### src/rtl/rob_pkg.sv
// Shared definitions for the reorder buffer: default geometry, opcode
// classes for control-flow instructions and the default-width entry layout.
package rob_pkg;

  localparam int ROB_W_DEF = 4;
  localparam int XLEN_DEF  = 32;
  localparam int OP_W_DEF  = 6;
  localparam int REG_W_DEF = 5;

  // Control-flow opcode classes (6-bit major opcode encoding).
  localparam logic [OP_W_DEF-1:0] OPC_BRANCH = 6'h18;
  localparam logic [OP_W_DEF-1:0] OPC_JALR   = 6'h19;
  localparam logic [OP_W_DEF-1:0] OPC_JAL    = 6'h1B;

  // Number of entries for a given log2 size.
  function automatic int rob_depth(input int rob_w);
    return 1 << rob_w;
  endfunction

  localparam int DEPTH_DEF = rob_depth(ROB_W_DEF);

  // One in-flight instruction at the default widths.
  typedef struct packed {
    logic [OP_W_DEF-1:0]  opcode;
    logic [REG_W_DEF-1:0] rd;
    logic [XLEN_DEF-1:0]  pc;
    logic [XLEN_DEF-1:0]  val;
    logic [XLEN_DEF-1:0]  target;
    logic                 rdy;
    logic                 is_br;
    logic                 pred;
    logic                 taken;
  } rob_entry_t;

endpackage

### src/rtl/rob_param_if.sv
// Dispatcher / CDB / commit bundle of the reorder buffer. The master side
// (dispatcher, CDB, bench) drives issue, writeback and queries; the slave
// side is the ROB itself.
interface rob_param_if #(
  parameter int ROB_W = 4,
  parameter int XLEN  = 32,
  parameter int OP_W  = 6,
  parameter int REG_W = 5
);
  logic             rdy;
  logic             issue_en;
  logic [OP_W-1:0]  issue_opcode;
  logic [REG_W-1:0] issue_rd;
  logic [XLEN-1:0]  issue_pc;
  logic             issue_is_br;
  logic             issue_pred_taken;
  logic [ROB_W-1:0] free_rob_id;
  logic             is_full;
  logic             wb_en;
  logic [ROB_W-1:0] wb_id;
  logic [XLEN-1:0]  wb_val;
  logic             wb_taken;
  logic [XLEN-1:0]  wb_target;
  logic [ROB_W-1:0] qry_id1;
  logic [ROB_W-1:0] qry_id2;
  logic             qry_rdy1;
  logic             qry_rdy2;
  logic [XLEN-1:0]  qry_val1;
  logic [XLEN-1:0]  qry_val2;
  logic             commit_en;
  logic [ROB_W-1:0] commit_id;
  logic [REG_W-1:0] commit_rd;
  logic [XLEN-1:0]  commit_val;
  logic             clear_to_insFetch;
  logic [XLEN-1:0]  new_pc;
  logic             pre_upt_en;
  logic [XLEN-1:0]  pre_upt_pc;
  logic             is_jump;

  modport master (
    output rdy, issue_en, issue_opcode, issue_rd, issue_pc, issue_is_br,
           issue_pred_taken, wb_en, wb_id, wb_val, wb_taken, wb_target,
           qry_id1, qry_id2,
    input  free_rob_id, is_full, qry_rdy1, qry_rdy2, qry_val1, qry_val2,
           commit_en, commit_id, commit_rd, commit_val, clear_to_insFetch,
           new_pc, pre_upt_en, pre_upt_pc, is_jump
  );

  modport slave (
    input  rdy, issue_en, issue_opcode, issue_rd, issue_pc, issue_is_br,
           issue_pred_taken, wb_en, wb_id, wb_val, wb_taken, wb_target,
           qry_id1, qry_id2,
    output free_rob_id, is_full, qry_rdy1, qry_rdy2, qry_val1, qry_val2,
           commit_en, commit_id, commit_rd, commit_val, clear_to_insFetch,
           new_pc, pre_upt_en, pre_upt_pc, is_jump
  );
endinterface

### src/rtl/rob_ptr.sv
// Wrap-around queue pointer. A clear loads an explicit value (used by the
// flush to realign head and tail); otherwise inc advances modulo 2**W.
module rob_ptr #(
  parameter int W = 4
) (
  input  logic         clk,
  input  logic         rst,
  input  logic         inc_i,
  input  logic         clr_i,
  input  logic [W-1:0] clr_val_i,
  output logic [W-1:0] ptr_o
);
  logic [W-1:0] ptr_q, ptr_d;

  // Next pointer: clear has priority over increment.
  always_comb begin
    ptr_d = ptr_q;
    if (clr_i)      ptr_d = clr_val_i;
    else if (inc_i) ptr_d = ptr_q + W'(1);
  end

  // Pointer register.
  always_ff @(posedge clk) begin
    if (rst) ptr_q <= '0;
    else     ptr_q <= ptr_d;
  end

  assign ptr_o = ptr_q;
endmodule

### src/rtl/rob_param.sv
// Parametrised reorder buffer: in-order allocate, out-of-order writeback,
// in-order registered commit with branch resolution and flush at commit.
module rob_param
  import rob_pkg::*;
#(
  parameter int ROB_W = ROB_W_DEF,
  parameter int XLEN  = XLEN_DEF,
  parameter int OP_W  = OP_W_DEF,
  parameter int REG_W = REG_W_DEF
) (
  input logic       clk,
  input logic       rst,
  rob_param_if.slave bus
);
  localparam int DEPTH = rob_depth(ROB_W);
  localparam logic [ROB_W:0] CNT_FULL = (ROB_W+1)'(DEPTH);
  localparam logic [ROB_W:0] CNT_ONE  = (ROB_W+1)'(1);

  // Entry payload at this instance's widths; the ready bits live in a
  // separate vector so a flush can clear them all at once.
  typedef struct packed {
    logic [OP_W-1:0]  opcode;
    logic [REG_W-1:0] rd;
    logic [XLEN-1:0]  pc;
    logic [XLEN-1:0]  val;
    logic [XLEN-1:0]  target;
    logic             is_br;
    logic             pred;
    logic             taken;
  } entry_t;

  entry_t           ent_q [DEPTH];
  logic [DEPTH-1:0] rdy_q;
  logic [ROB_W:0]   count_q, count_d;
  logic [ROB_W-1:0] head, tail, head_nxt, wb_off;
  entry_t           head_ent;
  logic             full, commit_fire, mispredict, alloc_fire, wb_fire, wb_alloc;

  logic             commit_en_q, clear_q, pre_upt_en_q, is_jump_q;
  logic [ROB_W-1:0] commit_id_q;
  logic [REG_W-1:0] commit_rd_q;
  logic [XLEN-1:0]  commit_val_q, new_pc_q, pre_upt_pc_q;

  assign head_ent = ent_q[head];
  assign head_nxt = head + ROB_W'(1);
  assign full     = (count_q == CNT_FULL);
  assign wb_off   = bus.wb_id - head;
  assign wb_alloc = ({1'b0, wb_off} < count_q);

  // Commit uses only the registered ready bit, so a writeback is never
  // retired on its own edge. An issue is accepted while full only when the
  // head retires on the same edge; nothing is accepted on a flush edge or
  // during the clear cycle.
  assign commit_fire = bus.rdy & (count_q != '0) & rdy_q[head];
  assign mispredict  = commit_fire & head_ent.is_br & (head_ent.taken != head_ent.pred);
  assign alloc_fire  = bus.rdy & bus.issue_en & (~full | commit_fire) & ~clear_q & ~mispredict;
  assign wb_fire     = bus.rdy & bus.wb_en & wb_alloc & ~clear_q & ~mispredict;

  // Head and tail both land on the slot after the mispredicted branch.
  rob_ptr #(.W(ROB_W)) u_head (
    .clk(clk), .rst(rst), .inc_i(commit_fire), .clr_i(mispredict),
    .clr_val_i(head_nxt), .ptr_o(head)
  );
  rob_ptr #(.W(ROB_W)) u_tail (
    .clk(clk), .rst(rst), .inc_i(alloc_fire), .clr_i(mispredict),
    .clr_val_i(head_nxt), .ptr_o(tail)
  );

  // Occupancy: simultaneous issue and commit leaves the count unchanged.
  always_comb begin
    count_d = count_q;
    if (mispredict)                     count_d = '0;
    else if (alloc_fire && !commit_fire) count_d = count_q + CNT_ONE;
    else if (commit_fire && !alloc_fire) count_d = count_q - CNT_ONE;
  end

  // Occupancy register.
  always_ff @(posedge clk) begin
    if (rst) count_q <= '0;
    else     count_q <= count_d;
  end

  // Entry payload writes; no reset needed since ready bits gate every use.
  always_ff @(posedge clk) begin
    if (wb_fire) begin
      ent_q[bus.wb_id].val    <= bus.wb_val;
      ent_q[bus.wb_id].taken  <= bus.wb_taken;
      ent_q[bus.wb_id].target <= bus.wb_target;
    end
    if (alloc_fire) begin
      ent_q[tail].opcode <= bus.issue_opcode;
      ent_q[tail].rd     <= bus.issue_rd;
      ent_q[tail].pc     <= bus.issue_pc;
      ent_q[tail].is_br  <= bus.issue_is_br;
      ent_q[tail].pred   <= bus.issue_pred_taken;
    end
  end

  // Ready bits: flush wipes all; a fresh allocation overrides a same-edge wb.
  always_ff @(posedge clk) begin
    if (rst || mispredict) begin
      rdy_q <= '0;
    end else begin
      if (wb_fire)    rdy_q[bus.wb_id] <= 1'b1;
      if (alloc_fire) rdy_q[tail]      <= 1'b0;
    end
  end

  // Registered commit, predictor-update and redirect outputs; all hold while rdy is low.
  always_ff @(posedge clk) begin
    if (rst) begin
      commit_en_q  <= 1'b0;
      commit_id_q  <= '0;
      commit_rd_q  <= '0;
      commit_val_q <= '0;
      clear_q      <= 1'b0;
      new_pc_q     <= '0;
      pre_upt_en_q <= 1'b0;
      pre_upt_pc_q <= '0;
      is_jump_q    <= 1'b0;
    end else if (bus.rdy) begin
      commit_en_q  <= commit_fire;
      clear_q      <= mispredict;
      pre_upt_en_q <= commit_fire & head_ent.is_br;
      if (commit_fire) begin
        commit_id_q  <= head;
        commit_rd_q  <= head_ent.rd;
        commit_val_q <= head_ent.val;
        if (head_ent.is_br) begin
          pre_upt_pc_q <= head_ent.pc;
          is_jump_q    <= head_ent.taken;
        end
      end
      if (mispredict) new_pc_q <= head_ent.taken ? head_ent.target : head_ent.pc + XLEN'(4);
    end
  end

  // Operand lookup with same-cycle CDB bypass.
  always_comb begin
    bus.qry_rdy1 = rdy_q[bus.qry_id1];
    bus.qry_val1 = ent_q[bus.qry_id1].val;
    bus.qry_rdy2 = rdy_q[bus.qry_id2];
    bus.qry_val2 = ent_q[bus.qry_id2].val;
    if (bus.wb_en && bus.wb_id == bus.qry_id1) begin
      bus.qry_rdy1 = 1'b1;
      bus.qry_val1 = bus.wb_val;
    end
    if (bus.wb_en && bus.wb_id == bus.qry_id2) begin
      bus.qry_rdy2 = 1'b1;
      bus.qry_val2 = bus.wb_val;
    end
  end

  assign bus.free_rob_id       = tail;
  assign bus.is_full           = full;
  assign bus.commit_en         = commit_en_q;
  assign bus.commit_id         = commit_id_q;
  assign bus.commit_rd         = commit_rd_q;
  assign bus.commit_val        = commit_val_q;
  assign bus.clear_to_insFetch = clear_q;
  assign bus.new_pc            = new_pc_q;
  assign bus.pre_upt_en        = pre_upt_en_q;
  assign bus.pre_upt_pc        = pre_upt_pc_q;
  assign bus.is_jump           = is_jump_q;
endmodule

### src/flat_wrapper.sv
// flat-port wrapper written by rule: the top's interface ports become plain ports
module rob_param_flat import rob_pkg::*;
#(
  parameter int ROB_W = ROB_W_DEF,
  parameter int XLEN  = XLEN_DEF,
  parameter int OP_W  = OP_W_DEF,
  parameter int REG_W = REG_W_DEF
)
  (clk, rst, bus_rdy, bus_issue_en, bus_issue_opcode, bus_issue_rd, bus_issue_pc, bus_issue_is_br, bus_issue_pred_taken, bus_wb_en, bus_wb_id, bus_wb_val, bus_wb_taken, bus_wb_target, bus_qry_id1, bus_qry_id2, bus_free_rob_id, bus_is_full, bus_qry_rdy1, bus_qry_rdy2, bus_qry_val1, bus_qry_val2, bus_commit_en, bus_commit_id, bus_commit_rd, bus_commit_val, bus_clear_to_insFetch, bus_new_pc, bus_pre_upt_en, bus_pre_upt_pc, bus_is_jump);
  rob_param_if #(.ROB_W(ROB_W), .XLEN(XLEN), .OP_W(OP_W), .REG_W(REG_W)) bus_i ();
  input logic clk;
  input logic rst;
  input wire logic [$bits(bus_i.rdy)-1:0] bus_rdy;
  input wire logic [$bits(bus_i.issue_en)-1:0] bus_issue_en;
  input wire logic [$bits(bus_i.issue_opcode)-1:0] bus_issue_opcode;
  input wire logic [$bits(bus_i.issue_rd)-1:0] bus_issue_rd;
  input wire logic [$bits(bus_i.issue_pc)-1:0] bus_issue_pc;
  input wire logic [$bits(bus_i.issue_is_br)-1:0] bus_issue_is_br;
  input wire logic [$bits(bus_i.issue_pred_taken)-1:0] bus_issue_pred_taken;
  input wire logic [$bits(bus_i.wb_en)-1:0] bus_wb_en;
  input wire logic [$bits(bus_i.wb_id)-1:0] bus_wb_id;
  input wire logic [$bits(bus_i.wb_val)-1:0] bus_wb_val;
  input wire logic [$bits(bus_i.wb_taken)-1:0] bus_wb_taken;
  input wire logic [$bits(bus_i.wb_target)-1:0] bus_wb_target;
  input wire logic [$bits(bus_i.qry_id1)-1:0] bus_qry_id1;
  input wire logic [$bits(bus_i.qry_id2)-1:0] bus_qry_id2;
  output wire logic [$bits(bus_i.free_rob_id)-1:0] bus_free_rob_id;
  output wire logic [$bits(bus_i.is_full)-1:0] bus_is_full;
  output wire logic [$bits(bus_i.qry_rdy1)-1:0] bus_qry_rdy1;
  output wire logic [$bits(bus_i.qry_rdy2)-1:0] bus_qry_rdy2;
  output wire logic [$bits(bus_i.qry_val1)-1:0] bus_qry_val1;
  output wire logic [$bits(bus_i.qry_val2)-1:0] bus_qry_val2;
  output wire logic [$bits(bus_i.commit_en)-1:0] bus_commit_en;
  output wire logic [$bits(bus_i.commit_id)-1:0] bus_commit_id;
  output wire logic [$bits(bus_i.commit_rd)-1:0] bus_commit_rd;
  output wire logic [$bits(bus_i.commit_val)-1:0] bus_commit_val;
  output wire logic [$bits(bus_i.clear_to_insFetch)-1:0] bus_clear_to_insFetch;
  output wire logic [$bits(bus_i.new_pc)-1:0] bus_new_pc;
  output wire logic [$bits(bus_i.pre_upt_en)-1:0] bus_pre_upt_en;
  output wire logic [$bits(bus_i.pre_upt_pc)-1:0] bus_pre_upt_pc;
  output wire logic [$bits(bus_i.is_jump)-1:0] bus_is_jump;
  assign bus_i.rdy = bus_rdy;
  assign bus_i.issue_en = bus_issue_en;
  assign bus_i.issue_opcode = bus_issue_opcode;
  assign bus_i.issue_rd = bus_issue_rd;
  assign bus_i.issue_pc = bus_issue_pc;
  assign bus_i.issue_is_br = bus_issue_is_br;
  assign bus_i.issue_pred_taken = bus_issue_pred_taken;
  assign bus_i.wb_en = bus_wb_en;
  assign bus_i.wb_id = bus_wb_id;
  assign bus_i.wb_val = bus_wb_val;
  assign bus_i.wb_taken = bus_wb_taken;
  assign bus_i.wb_target = bus_wb_target;
  assign bus_i.qry_id1 = bus_qry_id1;
  assign bus_i.qry_id2 = bus_qry_id2;
  assign bus_free_rob_id = bus_i.free_rob_id;
  assign bus_is_full = bus_i.is_full;
  assign bus_qry_rdy1 = bus_i.qry_rdy1;
  assign bus_qry_rdy2 = bus_i.qry_rdy2;
  assign bus_qry_val1 = bus_i.qry_val1;
  assign bus_qry_val2 = bus_i.qry_val2;
  assign bus_commit_en = bus_i.commit_en;
  assign bus_commit_id = bus_i.commit_id;
  assign bus_commit_rd = bus_i.commit_rd;
  assign bus_commit_val = bus_i.commit_val;
  assign bus_clear_to_insFetch = bus_i.clear_to_insFetch;
  assign bus_new_pc = bus_i.new_pc;
  assign bus_pre_upt_en = bus_i.pre_upt_en;
  assign bus_pre_upt_pc = bus_i.pre_upt_pc;
  assign bus_is_jump = bus_i.is_jump;
  rob_param #(.ROB_W(ROB_W), .XLEN(XLEN), .OP_W(OP_W), .REG_W(REG_W)) u_core (.clk(clk), .rst(rst), .bus(bus_i));
endmodule
### config.mk
export PLATFORM = sky130hd
export DESIGN_NAME = rob_param_flat
export DESIGN_NICKNAME = d
export VERILOG_FILES = /design/src/rtl/rob_pkg.sv /design/src/rtl/rob_param_if.sv /design/src/rtl/rob_ptr.sv /design/src/rtl/rob_param.sv /design/src/flat_wrapper.sv
export SDC_FILE = /design/constraint.sdc
export NUM_CORES = 2
export LEC_CHECK = 0
export BUFFER_PORTS_ARGS = -buffer_cell sky130_fd_sc_hd__buf_2
export CORE_ASPECT_RATIO = 1.4
export CORE_MARGIN = 10
export CORE_UTILIZATION = 35
export CTS_CLUSTER_SIZE = 16
export DETAILED_ROUTE_END_ITERATION = 6
export GPL_TIMING_DRIVEN = 0
export PLACE_DENSITY = 0.6
export SYNTH_ARGS = -nofsm -noshare
export SYNTH_HDL_FRONTEND = slang
export SYNTH_SLANG_ARGS = --single-unit
### constraint.sdc
create_clock -name clk -period 20.8 [get_ports clk]
set_input_delay 5.2 -clock clk [delete_from_list [all_inputs] [get_ports clk]]
set_output_delay 5.2 -clock clk [all_outputs]
set_load 0.02 [all_outputs]
==> reports/qor.yml <==
clock_tree:
  cts_buffer_depth: 4
  clk_latency_ps: 860
  root_buffer: "clkbuf_16"
  clk_pin_slew_ps: 60
  post_cts_buffers: 0
  post_cts_hold_buffer_count: 0
  tritoncts: "built"
  numCtsBuffers: 187
  htree_levels: 4
  clock-sinks: 1806
  cts-resized-gates: 0
setup_path:
  endpoint_kind: "output pin"
  critical_path_class: "input pin to output pin"
  crit_path_start_kind: "input pin"
  crit_path_max_fanout: 10
  required_ps: 15600
  crit_arrival_ps: 9810
synthesis:
  synth_top_area_share_pct: 64.2
  synth_area_um2: 77900
  synth.net_count: 3815
  ys_warn_count: 0
  synth_area_leader_cell: "edfxtp_1"
  synth_cell_types: 70
  syn_inst: 3670
  ys_async_sr_fraction_pct: 0
  synth_edf_count: 1664
  yosys-top-cells-area: "edfxtp_1 64%, mux4_2 23%, dfxtp_1 3.7%"
  syn_avg_cell_area_um2: 21.2
  yosys_most_used_dff: "edfxtp_1"
  seq_area_frac_synth_pct: 67.8
  ys_ff_latch: 1806
timing:
  tns_ps: 0
  tightest_slew_ps: 1430
  fin_crit_sh_pct: 72.2
  hold_violations: 0
  grt_setup_unrepaired: "no"
  setup-violations-final: 0
  relSlewSlack_pct: 5.00
  clock.fmax_ghz: 0.0666
  drv_slew: 0
  fin_skew_ps: 89.7
  layout_min_cycle_time_ps: 15010
power_and_ir_drop:
  leakage_uw: 0.0287
  ir_worst_vdd_v: 0.0000657
  power_density_nw_per_um2: 84.0
route:
  via_per_inst: 5.85
  ant_nets: 0
  drt_iter0_markers: 5206
  route.detailed.drc: 0
  first_pass_iters: 5
  dr_total_vias: 42900
  routed_wirelength_um: 252000
  wl_per_cell_um: 34.3
global_routing:
  first_global_vias: 44100
  grt_max_degree: 33
  grt_overflow: 0
  grt_pass1_wl_um: 348000
  antenna_found_initial: 57
  grtUsageTotal_pct: 20.3
floorplan:
  row_count: 204
  core_um2: 221000
  die_x_um: 419
  num_io_pins: 307
  die_y_um: 578
  die_area_um2: 242000
  floorplan.initialDensity_pct: 35.2
min_path:
  min_path_type: "register to register"
place:
  port_buffers: 289
  hpwl_um: 175000
  placed_area_um2: 85600
  place_congestion: 0.883
run:
  max-cap-violations: 0
finish:
  final_cell_mix: "1664 x edfxtp_1, 807 x mux4_2, 342 x buf_2"
  layout-drive-gt1-share_pct: 38.4
  syn_to_final_growth_pct: 17.6
  nets: 4438
  fin_area_um2: 91600
  final_common_cell: "edfxtp_1"
run_status:
  status: "complete, no violations"
==> critical path: stages <==
cell	delay [ps]
clkbuf_1	420
clkbuf_1	660
buf_1	870
xor2_1	190
nor4_2	760
buf_4	360
clkbuf_1	680
mux2_2	460
buf_2	170
==> cell families after synthesis <==
| group | share of synthesized area (%) |
|---|---|
| buf+inv | 1.74 |
| xor+xnor | 0.495 |
| fa+ha+maj | 0.308 |
| flops | 67.8 |
| mux | 25.7 |
| simple gates | 2.39 |
| compound gates | 1.53 |
==> routing by layer <==
metal | vias to the layer above | GRT usage (%) | routed length [µm]
li1 | 17000 | - | -
met4 | 36 | 9.47 | 13100
met3 | 553 | 4.90 | 22100
met1 | 23100 | 24.5 | 90500
met5 | - | 0 | 229
met2 | 2212 | 34.4 | 126000
==> final cells by class <==
cell class              instances  area, µm²
fillers                     19300     129000
flip-flops and latches       1806      52800
multi-input cells            1582      23900
clock buffers                 251       5090
repair buffers                434       3940
well taps                    2884       3610
plain buffers                 259       1270
clock inverters                86        847
inverters                      23       86.3
diodes                         14       35.0
==> where the power goes <==
part           internal, µW  total [µW]  switching (µW)
clock network          1910        3320            1410
registers              3980        3990            8.58
logic                   138         377             239
total                  6030        7690            1660
==> synthesized netlist by cell type, types with 5 or more instances <==
cell and n:
a211oi_1 17, a21oi_1 82, a22oi_1 26, a31oi_1 9, and2_1 8, and3_1 10
buf_1 38, buf_2 53, buf_4 12, buf_6 7, buf_8 6, clkbuf_1 139
dfxtp_1 142, edfxtp_1 1664, ha_1 16, inv_1 21, mux2_2 64, mux2i_1 53
mux4_1 23, mux4_2 807, nand2_1 140, nand2b_1 12, nand3_1 23, nand3b_1 6
nand4_1 5, nor2_1 105, nor2b_1 14, nor3_1 30, nor4_1 9, o211ai_1 5
o21ai_0 13, or3_1 7, xnor2_1 22, xor2_1 22
==> worst paths after layout <==
path / slack (ps) / startpoint / to / cells after the start
worst max-delay path: 5790 / bus_qry_id2[0] / bus_qry_val2[18] / 9
worst min-delay path: 450 / u_core.bus.commit_val[20]$_SDFFE_PP0P_ / u_core.bus.commit_val[20]$_SDFFE_PP0P_ / 2
worst max register to register: 15220 / u_core.u_head.ptr_o[0]$_SDFFE_PP0N_ / u_core.count_q[4]$_SDFFE_PP0P_ / 15
worst min register to register: 450 / u_core.bus.commit_val[20]$_SDFFE_PP0P_ / u_core.bus.commit_val[20]$_SDFFE_PP0P_ / 2
==> state kept, by name, indices dropped and copies added (netlist names), 5 cells and up, named ones only <==
name,flops
u_core.rdy_q,16
u_core.bus.commit_val,32
u_core.bus.commit_rd,5
u_core.bus.pre_upt_pc,32
u_core.count_q,5
u_core.ent_q,1664
u_core.bus.new_pc,32
==> stage by stage <==
| stage | power, µW | utilization (%) | setup WS [ps] | hold WS (ps) | std cells |
|---|---|---|---|---|---|
| final | 7690 | 41.4 | 5790 | 448 | 7339 |
| after global routing | 7900 | 41.4 | 5620 | 473 | 7330 |
| after CTS | 7740 | 41.4 | 5780 | 451 | 7324 |
| after detailed placement | 4450 | 38.7 | 5790 | 443 | 6987 |
| after global placement | 4430 | 37.5 | -194 | 445 | 6843 |
| after floorplan | 4260 | - | 7740 | 474 | 3670 |
(Power assumes the default switching activity.)
